### src/rtl/matmul_tile_sequencer.sv
// Control FSM for the BRAM-backed systolic matrix multiplier: walks every output
// tile, streams K paired input/weight reads per tile, waits for the result, writes it.
module matmul_tile_sequencer #(
  parameter int BLOCK_SIZE        = 2,
  parameter int CHUNK_SIZE        = 4,
  parameter int INNER_DIMENSION   = 256,
  parameter int W_OUTER_DIMENSION = 64,
  parameter int I_OUTER_DIMENSION = 2754,
  localparam int K    = INNER_DIMENSION / CHUNK_SIZE,
  localparam int NT_W = W_OUTER_DIMENSION / BLOCK_SIZE,
  localparam int NT_I = I_OUTER_DIMENSION / BLOCK_SIZE,
  localparam int WA_W = (NT_W * K > 1) ? $clog2(NT_W * K) : 1,
  localparam int IA_W = (NT_I * K > 1) ? $clog2(NT_I * K) : 1,
  localparam int OA_W = (NT_I * NT_W > 1) ? $clog2(NT_I * NT_W) : 1
) (
  input  logic            clk,
  input  logic            rst_n,
  input  logic            en,
  input  logic            start,
  output logic            ready,
  output logic            done,
  output logic            w_rd_en,
  output logic [WA_W-1:0] w_rd_addr,
  output logic            in_rd_en,
  output logic [IA_W-1:0] in_rd_addr,
  input  logic            mm_ready,
  output logic            mm_valid,
  output logic            mm_first,
  output logic            mm_last,
  input  logic            mm_done,
  output logic            out_wr_en,
  output logic [OA_W-1:0] out_wr_addr,
  output logic            proto_err,
  output logic [2:0]      dbg_state
);

  localparam int K_W  = (K > 1) ? $clog2(K) : 1;
  localparam int TW_W = (NT_W > 1) ? $clog2(NT_W) : 1;
  localparam int TI_W = (NT_I > 1) ? $clog2(NT_I) : 1;

  localparam logic [2:0] S_IDLE  = 3'd0;
  localparam logic [2:0] S_FETCH = 3'd1;
  localparam logic [2:0] S_WAIT  = 3'd2;
  localparam logic [2:0] S_WRITE = 3'd3;
  localparam logic [2:0] S_FIN   = 3'd4;

  logic [2:0]      r_state;
  logic [K_W-1:0]  r_k;
  logic [TW_W-1:0] r_tw;
  logic [TI_W-1:0] r_ti;
  logic            r_pending;
  logic            r_proto_err;
  logic            r_ready;
  logic            r_done;
  logic            r_rd_en;
  logic            r_rd_first;
  logic            r_rd_last;
  logic [WA_W-1:0] r_w_addr;
  logic [IA_W-1:0] r_in_addr;
  logic            r_mm_valid;
  logic            r_mm_first;
  logic            r_mm_last;
  logic            r_wr_en;
  logic [OA_W-1:0] r_out_addr;

  logic            w_issue;
  logic            w_k_last;
  logic            w_tw_last;
  logic            w_ti_last;
  logic            w_wait_go;
  logic            w_capture;
  logic            w_bad_done;
  logic [WA_W-1:0] w_w_addr;
  logic [IA_W-1:0] w_in_addr;
  logic [OA_W-1:0] w_out_addr;

  assign w_issue   = (r_state == S_FETCH) && en && mm_ready;
  assign w_k_last  = (r_k == K_W'(K - 1));
  assign w_tw_last = (r_tw == TW_W'(NT_W - 1));
  assign w_ti_last = (r_ti == TI_W'(NT_I - 1));
  // A result pulse landing on the same cycle as the WAIT check is consumed directly.
  assign w_wait_go  = (r_state == S_WAIT) && en && (r_pending || mm_done);
  assign w_capture  = mm_done && ((r_state == S_WAIT) || (r_state == S_WRITE));
  assign w_bad_done = mm_done && ((r_state == S_IDLE) || (r_state == S_FETCH) ||
                                  (r_state == S_FIN));

  assign w_w_addr   = WA_W'(r_tw) * WA_W'(K) + WA_W'(r_k);
  assign w_in_addr  = IA_W'(r_ti) * IA_W'(K) + IA_W'(r_k);
  assign w_out_addr = OA_W'(r_ti) * OA_W'(NT_W) + OA_W'(r_tw);

  always_ff @(posedge clk or negedge rst_n) begin
    if (!rst_n) begin
      r_state     <= S_IDLE;
      r_k         <= '0;
      r_tw        <= '0;
      r_ti        <= '0;
      r_pending   <= 1'b0;
      r_proto_err <= 1'b0;
      r_ready     <= 1'b1;
      r_done      <= 1'b0;
      r_rd_en     <= 1'b0;
      r_rd_first  <= 1'b0;
      r_rd_last   <= 1'b0;
      r_w_addr    <= '0;
      r_in_addr   <= '0;
      r_mm_valid  <= 1'b0;
      r_mm_first  <= 1'b0;
      r_mm_last   <= 1'b0;
      r_wr_en     <= 1'b0;
      r_out_addr  <= '0;
    end else begin
      r_rd_en <= 1'b0;
      r_wr_en <= 1'b0;
      r_done  <= 1'b0;
      // One-cycle BRAM latency: beat markers follow the read enable into the array.
      r_mm_valid <= r_rd_en;
      r_mm_first <= r_rd_en && r_rd_first;
      r_mm_last  <= r_rd_en && r_rd_last;

      if (w_bad_done) begin
        r_proto_err <= 1'b1;
      end
      if (w_wait_go) begin
        r_pending <= 1'b0;
      end else if (w_capture) begin
        r_pending <= 1'b1;
      end

      case (r_state)
        S_IDLE: begin
          if (en && start) begin
            r_state <= S_FETCH;
            r_ready <= 1'b0;
            r_k     <= '0;
            r_tw    <= '0;
            r_ti    <= '0;
          end
        end
        S_FETCH: begin
          if (w_issue) begin
            r_rd_en    <= 1'b1;
            r_w_addr   <= w_w_addr;
            r_in_addr  <= w_in_addr;
            r_rd_first <= (r_k == '0);
            r_rd_last  <= w_k_last;
            if (w_k_last) begin
              r_k     <= '0;
              r_state <= S_WAIT;
            end else begin
              r_k <= r_k + K_W'(1);
            end
          end
        end
        S_WAIT: begin
          if (w_wait_go) begin
            r_state <= S_WRITE;
          end
        end
        S_WRITE: begin
          if (en) begin
            r_wr_en    <= 1'b1;
            r_out_addr <= w_out_addr;
            if (w_tw_last) begin
              r_tw <= '0;
              if (w_ti_last) begin
                r_state <= S_FIN;
              end else begin
                r_ti    <= r_ti + TI_W'(1);
                r_state <= S_FETCH;
              end
            end else begin
              r_tw    <= r_tw + TW_W'(1);
              r_state <= S_FETCH;
            end
          end
        end
        S_FIN: begin
          if (en) begin
            r_done  <= 1'b1;
            r_ready <= 1'b1;
            r_state <= S_IDLE;
          end
        end
        default: begin
          r_state <= S_IDLE;
        end
      endcase
    end
  end

  assign ready       = r_ready;
  assign done        = r_done;
  assign w_rd_en     = r_rd_en;
  assign w_rd_addr   = r_w_addr;
  assign in_rd_en    = r_rd_en;
  assign in_rd_addr  = r_in_addr;
  assign mm_valid    = r_mm_valid;
  assign mm_first    = r_mm_first;
  assign mm_last     = r_mm_last;
  assign out_wr_en   = r_wr_en;
  assign out_wr_addr = r_out_addr;
  assign proto_err   = r_proto_err;
  assign dbg_state   = r_state;

endmodule
### config.mk
export PLATFORM = sky130hd
export DESIGN_NAME = matmul_tile_sequencer
export DESIGN_NICKNAME = d
export VERILOG_FILES = /design/src/rtl/matmul_tile_sequencer.sv
export SDC_FILE = /design/constraint.sdc
export NUM_CORES = 1
export LEC_CHECK = 0
export ABC_CLOCK_PERIOD_IN_PS = 4300
export CAP_MARGIN = 10
export CORE_UTILIZATION = 56
export CTS_BUF_LIST = sky130_fd_sc_hd__clkbuf_4 sky130_fd_sc_hd__clkbuf_8
export DETAILED_ROUTE_END_ITERATION = 16
export PLACE_DENSITY = 0.85
export SLEW_MARGIN = 40
export SYNTH_ARGS = -nofsm -noshare
export SYNTH_HDL_FRONTEND = slang
export SYNTH_SLANG_ARGS = --single-unit
export TNS_END_PERCENT = 100
### constraint.sdc
create_clock -name clk -period 4.3 [get_ports clk]
set_clock_uncertainty 0.1 [all_clocks]
set_input_delay 0.86 -clock clk [delete_from_list [all_inputs] [get_ports clk]]
set_output_delay 0.86 -clock clk [all_outputs]
set_load 0.02 [all_outputs]
==> reports/results.txt, run 1 <==
Crit. End Element = output pin
Initial DRC Count = 164
Post-Syn Area = 3400 µm²
syn avg cell area = 11.3 µm²
post-synth cell types = 47
count of port buffers added during placement = 61
Net Sw Frac = 30.1%
crit-path max cell delay = 0.70 ns
unrepaired setup endpoints after global routing = no
WHS = 0.327 ns
total routed wirelength = 6.75 mm
Num CTS Buffers = 9
first-pass GRT wire length = 11.5 mm
Clock Power Share = 30.4%
Seq cells post-synth = 74
CP delay by family, top = buffers and inverters
Final nets = 362
DR vias = 2475
worst-path fanout max = 16
startpoint types = flop
Post-CTS Setup Bufs = 0
P_sw = 527 µW
area of the core = 5890 µm²
most common cell after layout, fill and taps aside = dfrtp_1
final setup TNS = 0 ns
routability cong. = 0.843
failing checks = DRC
worst rel slew slack = 55.7%
dpl hpwl = 4.49 mm
total power = 1750 µW
Finished Cell Area = 4180 µm²
DRC = 2
reg2reg setup slack = 1.93 ns
DR WL/cell = 15.7 µm
vias in the first global route = 2342
DRT antenna net count = 0
Flop pwr share = 46.8%
WP buf/inv = 1
Final Slew Violations = 0
Placed Area = 3990 µm²
asr flop ratio synth = 100%
Die W = 80.0 µm
clk slew on worst S/H paths = 0.07 ns
fillers = 439
Pleak = 0.00189 µW
Synth warnings = 0
most frequent cells in the layout = dfrtp_1, clkdlybuf4s50_1, mux2_2
post-synthesis sequential area ratio = 54.4%
syn_nets = 312
WS Path Type = flop to output pin
VDD IR max = 0.286 mV
Synth Flop Type = dfrtp_1
sinks on the clock net = 74
Area Growth Syn to Fin = 22.8%
gr usage total = 23.6%
Slowest cell on crit path = clkdlybuf4s50_1
Die Ht = 80.0 µm
Final Setup Violations = 0
largest net degree at the start of global routing = 75
Vias/cell = 5.77
later-pin clock latency in the skew report = 0.34 ns
antenna diode instance count = 0
Syn Inst Count = 300
Worst-Margin Slew = 0.664 ns
max_cap viols = 0
# H-tree levels = 3
Max Root-Sink Buffers = 2
root buf cell = clkbuf_8
cts repair resizes = 0
Min-Delay Path Class = flop to flop
Tmin final = 2.64 ns
Comb power frac = 22.9%
initial antenna violation count = 0
DIE AREA = 6390 µm²
IO Count = 62
internal power = 1220 µW
outcome = finished, violations left
layout cell share with drive strength beyond 1 = 17.5%
CTS tree = built
hold buffer count at CTS = 0
Final Hold Vio Count = 0
GRT Residual Overflow = 0
PD cells = 419 nW/µm²
Final period util = 61.5%
# rows = 28
Data arrival, critical path = 1.68 ns
Critical Path, Cell by Cell = clkdlybuf4s50_1
WP data required = 3.34 ns
DRT Pass-1 Iters = 10
Post-synth EDFFs = 0
Max Clock Freq = 378 MHz
Starting Density = 57.8%
[Yosys cell counts (3+ instances only)]
library cell,count,share of area (%)
and2_1,4,0.74
ha_1,6,2.2
mux2_2,35,12
nand2_1,23,2.5
inv_1,12,1.3
or4_1,6,1.3
nor4_1,4,0.74
buf_4,9,2.0
nand4_1,6,1.1
dfrtp_1,73,54
buf_2,3,0.44
nor2_1,6,0.66
a31o_2,3,0.77
o31ai_1,6,1.3
o21ai_0,19,2.8
nand3b_1,5,1.1
clkbuf_1,8,0.88
a21oi_1,15,2.2
and3_1,4,0.74
nand2b_1,5,0.92
nand3_1,11,1.6
or3_1,3,0.55
[cells by family (layout without fill, tap and decap cells)]
kind of cell / after synthesis / after routing / synth area share, %
xor gates and xnor gates: 2 / 2 / 0.515
DFF: 74 / 74 / 54.4
AOI/OAI and AO/OA: 59 / 59 / 11.1
buffers and inverters: 35 / 89 / 5.18
adders and majority gates: 6 / 6 / 2.21
and+or+nand+nor: 88 / 88 / 14.7
muxes: 36 / 36 / 11.9
[state kept, by name, summed over array words and instances, names as in the netlist, 3 cells and up]
register     flops
r_tw             5
in_rd_addr      11
out_wr_addr     16
r_ti            11
dbg_state        3
w_rd_addr       11
r_k              6
[per-stage QoR]
step | cells | setup slack [ns] | util, %
3_3_place_gp | 414 | 1.41 | 67.6
4_1_cts | 429 | 1.67 | 71.0
5_1_grt | 429 | 1.54 | 71.0
3_5_place_dp | 414 | 1.32 | 67.7
2_1_floorplan | 300 | 1.97 | -
6_report | 429 | 1.66 | 71.0
[routing by layer]
layer | part of all wire [%] | vias up | GRT usage (%) | routed length (µm)
met1 | 46 | 1237 | 33.4 | 3090
met5 | 0 | - | 0 | 0
met2 | 50 | 56 | 36.6 | 3400
met4 | 0.59 | 0 | 8.93 | 40
met3 | 3.3 | 6 | 4.00 | 220
li1 | - | 1176 | - | -
[path summary, 6_finish.rpt]
path                                                   end                     start  cells past startpoint
worst max-delay path                          dbg_state[0]  dbg_state[0]$_DFFE_PN0P_                      1
worst min-delay path                    mm_valid$_DFF_PN0_        in_rd_en$_DFF_PN0_                      0
worst max register to register         r_ti[5]$_DFFE_PN0P_       r_tw[0]$_DFFE_PN0P_                      7
worst min register to register          mm_valid$_DFF_PN0_        in_rd_en$_DFF_PN0_                      0
max in group asynchronous         w_rd_addr[4]$_DFFE_PN0P_                     rst_n                      1
min in group asynchronous       out_wr_addr[6]$_DFFE_PN0P_                     rst_n                      1
[layout make-up]
| class | instances | area (µm²) | share of cell area [%] |
|---|---|---|---|
| flip-flops and latches | 74 | 1850 | 44.3 |
| multi-input cells | 191 | 1380 | 32.9 |
| repair buffers | 62 | 619 | 14.8 |
| clock buffers | 12 | 153 | 3.65 |
| well taps | 75 | 93.8 | 2.24 |
| inverters | 12 | 45.0 | 1.08 |
| clock inverters | 3 | 40.0 | 0.958 |
[power by group through the flow]
stage               Combinational [µW]  Sequential (µW)  Clock (µW)
global route                       441              832         566
detailed placement                 399              831           0
floorplan                          253              844           0
finish                             401              819         532
global placement                   391              828           0
CTS                                401              819         540
Power figures use the tool's default switching activity.
==> inputs of run 2 (changes only) <==
- ABC_CLOCK_PERIOD_IN_PS: 4300 -> 2370
- CORE_UTILIZATION: 56 -> 49
- PLACE_DENSITY: 0.85 -> 0.78
- clock period: 4.3 -> 2.37 ns (I/O delays scaled with it)
==> reports/results.txt, run 2 (synthesis results as in run 1) <==
outcome = finished, violations left (unchanged)
failing checks = DRC, hold timing (was DRC)
Area Growth Syn to Fin = 29.6% (was 22.8%)
dpl cells = 439 (was 414)
PD cells = 752 nW/µm² (was 419 nW/µm²)
Max Clock Freq = 439 MHz
Finished Cell Area = 4410 µm² (was 4180 µm²)
Final nets = 384 (was 362)
dpl hpwl = 4.95 mm (was 4.49 mm)
Starting Density = 50.4% (was 57.8%)
most frequent cells in the layout = dfrtp_1, clkdlybuf4s50_1, mux2_2 (unchanged)
sinks on the clock net = 74 (unchanged)
Max Root-Sink Buffers = 2 (unchanged)
Die Ht = 85.3 µm (was 80.0 µm)
routability cong. = 0.844 (was 0.843)
final setup TNS = 0 ns (unchanged)
Pleak = 0.00202 µW (was 0.00189 µW)
Layout Cells excl Fill = 457 (was 429)
clk slew on worst S/H paths = 0.07 ns (about the same)
Final Slew Violations = 0 (unchanged)
most common cell after layout, fill and taps aside = dfrtp_1 (unchanged)
Final Setup Violations = 0 (unchanged)
DIE AREA = 7280 µm² (was 6390 µm²)
WS Path Type = flop to output pin (unchanged)
Die W = 85.3 µm (was 80.0 µm)
crit path from = dbg_state[0]$_DFFE_PN0P_ (unchanged)
Placed Area = 4180 µm² (was 3990 µm²)
WP data required = 1.80 ns (was 3.34 ns)
Initial DRC Count = 189 (was 164)
root buf cell = clkbuf_8 (unchanged)
GRT Residual Overflow = 0 (unchanged)
gr usage total = 21.2% (was 23.6%)
WHS = -0.00351 ns (was 0.327 ns)
CTS tree = built (unchanged)
# rows = 30 (was 28)
vias in the first global route = 2518 (was 2342)
Vias/cell = 5.64 (was 5.77)
RR Startpoint = r_tw[1]$_DFFE_PN0P_ (was r_tw[0]$_DFFE_PN0P_)
first-pass GRT wire length = 12.0 mm (was 11.5 mm)
DR vias = 2577 (was 2475)
IO Count = 62 (unchanged)
count of port buffers added during placement = 61 (unchanged)
startpoint types = flop (unchanged)
Crit. End Element = output pin (unchanged)
largest net degree at the start of global routing = 39 (was 75)
area of the core = 6760 µm² (was 5890 µm²)
DR WL/cell = 15.9 µm (was 15.7 µm)
total routed wirelength = 7.25 mm (was 6.75 mm)
DRT antenna net count = 0 (unchanged)
Worst-Margin Slew = 0.496 ns (was 0.664 ns)
Final Hold Vio Count = 1 (was 0)
layout cell share with drive strength beyond 1 = 22.8% (was 17.5%)
# H-tree levels = 3 (unchanged)
Min-Delay Path Class = primary input to asynchronous set/reset pin (was flop to flop)
worst-path fanout max = 10 (was 16)
antenna diode instance count = 0 (unchanged)
DRT Pass-1 Iters = 10 (unchanged)
VDD IR max = 0.465 mV (was 0.286 mV)
Final period util = 96.2%
initial antenna violation count = 0 (unchanged)
hold buffer count at CTS = 0 (unchanged)
max_cap viols = 0 (unchanged)
Data arrival, critical path = 1.71 ns (was 1.68 ns)
max reg flops = 16 (unchanged)
Tmin final = 2.28 ns
worst rel slew slack = 66.7% (was 55.7%)
DRC = 1 (was 2)
Num CTS Buffers = 9 (unchanged)
later-pin clock latency in the skew report = 0.34 ns (about the same)
[run 2: changes by cell type in the layout (fill, tap and decap cells not counted), sizes merged]
cell	change
buf	+22
clkbuf	+2
clkinv	-1
[run 2: report_power, final]
group / total (µW) / internal [µW] / switching [µW] / leakage [µW]
logic: 834 / 395 / 439 / 0.000898
registers: 1470 / 1360 / 113 / 0.00101
clock network: 1010 / 578 / 434 / 0.000111
total: 3320 / 2330 / 986 / 0.00202
[run 2: final timing paths]
check | endpoint | slack (ns) | depth (start not counted)
worst min register to register | mm_valid$_DFF_PN0_ | 0.35 | 0
worst min-delay path | w_rd_addr[9]$_DFFE_PN0P_ | -0.004 | 1
worst max register to register | r_ti[9]$_DFFE_PN0P_ | 0.15 | 7
min in group clk | mm_valid$_DFF_PN0_ | 0.35 | 0
worst max-delay path | dbg_state[0] | 0.09 | 2
max in group asynchronous | ready$_DFFE_PN1P_ | 1.54 | 2
[run 2: area by class of cell]
type / count / area, µm²
clock inverters: 2 / 35.0
flip-flops and latches: 74 / 1850
well taps: 80 / 100
fillers: 548 / 2340
repair buffers: 84 / 818
inverters: 12 / 45.0
multi-input cells: 191 / 1390
clock buffers: 14 / 174
[run 2: layer usage]
layer,wire length [µm],part of all wire (%),vias up,track usage (%)
met5,0,0,-,0
met4,68,0.94,0,7.73
met3,293,4.0,9,5.35
met2,3630,50,53,34.2
met1,3260,45,1288,28.0
li1,-,-,1227,-
[run 2: worst max-delay path, cell delays in order, from the launching register on]
cell and delay (ns):
dfrtp_1 0.53, buf_4 0.22, clkdlybuf4s50_1 0.62
[run 2: metrics by stage]
| step | power [µW] | hold slack [ns] | utilization, % | worst slack (ns) |
|---|---|---|---|---|
| after CTS | 3330 | 0.00808 | 64.9 | 0.0790 |
| after detailed placement | 2320 | 0.327 | 61.8 | -0.145 |
| final | 3320 | -0.00351 | 65.3 | 0.0897 |
| after global routing | 3480 | 0.0247 | 65.3 | -0.0181 |
| after floorplan | 1990 | 0.0784 | - | 0.256 |
| after global placement | 2290 | 0.315 | 61.8 | -0.0869 |
[run 2: repair_timing]
action	CTS	global route
endpoints found under the setup margin	0	5
resized for setup	0	3
buffers inserted	0	2
==> inputs of run 3 (changes only) <==
- CORE_ASPECT_RATIO: default -> 1.1
- SKIP_CTS_REPAIR_TIMING: default -> 1
==> reports/results.txt, run 3 (synthesis results as in run 1) <==
Final Slew Violations = 0 (unchanged)
Starting Density = 51.3% (was 50.4%)
Multi-input gate area = 1380 µm² (was 1390 µm²)
Max Clock Freq = 440 MHz (was 439 MHz)
reg2reg setup slack = 0.1 ns (was 0.15 ns)
# H-tree levels = 3 (unchanged)
Worst-Margin Slew = 0.475 ns (was 0.496 ns)
Final Hold Vio Count = 0 (was 1)
WS Path Type = flop to flop (was flop to output pin)
DRT antenna net count = 0 (unchanged)
Data arrival, critical path = 2.44 ns (was 1.71 ns)
most frequent cells in the layout = dfrtp_1, clkdlybuf4s50_1, mux2_2 (unchanged)
Die Ht = 89.4 µm (was 85.3 µm)
Setup Slack @ Placement = -0.103 ns (was -0.145 ns)
outcome = finished, final reports clean (was finished, violations left)
max reg flops = 16 (unchanged)
IO Count = 62 (unchanged)
worst rel slew slack = 68.3% (was 66.7%)
DRT Pass-1 Iters = 4 (was 10)
largest net degree at the start of global routing = 48 (was 39)
routability cong. = 0.849 (was 0.844)
DIE AREA = 7280 µm² (about the same)
worst hold path startpoint = in_rd_en$_DFF_PN0_
Hold Path Cell Cnt = 0
VDD IR max = 0.500 mV (was 0.465 mV)
initial antenna violation count = 0 (unchanged)
Final Setup Violations = 0 (unchanged)
Num CTS Buffers = 9 (unchanged)
first-pass GRT wire length = 11.4 mm (was 12.0 mm)
PD cells = 758 nW/µm² (was 752 nW/µm²)
GRT Residual Overflow = 0 (unchanged)
Critical Path, Cell by Cell = ha_1, and3_1, ha_1, nand3_1, a21o_4, or4_1, a21oi_1 (was buf_4, clkdlybuf4s50_1)
gr usage total = 21.0% (was 21.2%)
area of the core = 6630 µm² (was 6760 µm²)
DRC = 0 (was 1)
FF-to-FF End = r_ti[6]$_DFFE_PN0P_ (was r_ti[9]$_DFFE_PN0P_)
Area Growth Syn to Fin = 29.9% (was 29.6%)
DR vias = 2590 (was 2577)
Register Area = 1850 µm² (unchanged)
Final nets = 385 (was 384)
Max Root-Sink Buffers = 2 (unchanged)
WP data required = 2.54 ns (was 1.80 ns)
CP delay by family, top = simple AND/OR/NAND/NOR gates (was buffers and inverters)
Hold EP = mm_valid$_DFF_PN0_
Vias/cell = 5.63 (was 5.64)
crit-path max cell delay = 0.50 ns (was 0.62 ns)
max_cap viols = 0 (unchanged)
WP buf/inv = 0 (was 2)
DR WL/cell = 15.4 µm (was 15.9 µm)
CTS tree = built (unchanged)
total routed wirelength = 7.08 mm (was 7.25 mm)
root buf cell = clkbuf_8 (unchanged)
count of port buffers added during placement = 61 (unchanged)
clk slew on worst S/H paths = 0.07 ns (about the same)
Slowest cell on crit path = or4_1 (was clkdlybuf4s50_1)
RR Startpoint = r_tw[1]$_DFFE_PN0P_ (unchanged)
antenna diode instance count = 0 (unchanged)
most common cell after layout, fill and taps aside = dfrtp_1 (unchanged)
later-pin clock latency in the skew report = 0.35 ns (was 0.34 ns)
worst-path fanout max = 10 (unchanged)
Die W = 81.5 µm (was 85.3 µm)
slack of the critical path = 0.0978 ns (was 0.0897 ns)
Tmin final = 2.27 ns (was 2.28 ns)
dpl hpwl = 4.94 mm (was 4.95 mm)
Final period util = 95.9% (was 96.2%)
WHS = 0.330 ns (was -0.00351 ns)
startpoint types = flop (unchanged)
most frequent CP cell = ha_1
layout cell share with drive strength beyond 1 = 22.5% (was 22.8%)
# rows = 31 (was 30)
R2R cell count = 7 (unchanged)
Crit. End Element = flop (was output pin)
Min-Delay Path Class = flop to flop (was primary input to asynchronous set/reset pin)
sinks on the clock net = 74 (unchanged)
Initial DRC Count = 155 (was 189)
unrepaired setup endpoints after global routing = no
fillers = 505 (was 548)
Pleak = 0.00202 µW (about the same)
vias in the first global route = 2413 (was 2518)
run 3: cell type report:
type | count | share of cell area [%]
inverter | 12 | 1.02
clock buffer | 11 | 3.28
timing repair buffer | 85 | 18.5
sequential | 74 | 41.9
tap | 82 | 2.32
clock inverter | 5 | 1.75
multi-input combinational | 191 | 31.2
run 3: power by group:
group	total, µW	internal, µW	switching [µW]
Combinational	806	381	425
Sequential	1470	1360	106
Clock	1080	630	450
Total	3350	2370	981
run 3: metrics by stage:
| stage | instance area, µm² | cells | total power [µW] | util (%) | TNS [ns] |
|---|---|---|---|---|---|
| finish | 4420 | 460 | 3350 | 66.6 | 0 |
| detailed placement | 4170 | 442 | 2290 | 62.9 | -0.581 |
| CTS | 4400 | 458 | 3370 | 66.3 | 0 |
| global route | 4420 | 460 | 3510 | 66.6 | 0 |
| floorplan | 3400 | 300 | 1990 | - | 0 |
| global placement | 4170 | 442 | 2270 | 62.9 | -0.474 |
run 3: worst max path at each step:
stage / start / to / slack [ns] / cells after the start
floorplan: r_tw[0]$_DFFE_PN0P_ / r_ti[2]$_DFFE_PN0P_ / 0.26 / 8
global placement: start / r_ti[6]$_DFFE_PN0P_ / -0.10 / 5
detailed placement: start / r_ti[6]$_DFFE_PN0P_ / -0.10 / 5
CTS: r_tw[1]$_DFFE_PN0P_ / r_ti[6]$_DFFE_PN0P_ / 0.04 / 7
global route: r_tw[1]$_DFFE_PN0P_ / r_ti[6]$_DFFE_PN0P_ / 0.05 / 7
finish: r_tw[1]$_DFFE_PN0P_ / r_ti[6]$_DFFE_PN0P_ / 0.1 / 7
run 3: per-layer routing:
metal	global-route usage [%]	vias up	routed length (µm)
met3	3.37	10	265
met5	0	-	0
met1	27.6	1296	3160
li1	-	1223	-
met4	9.58	0	122
met2	34.1	61	3530
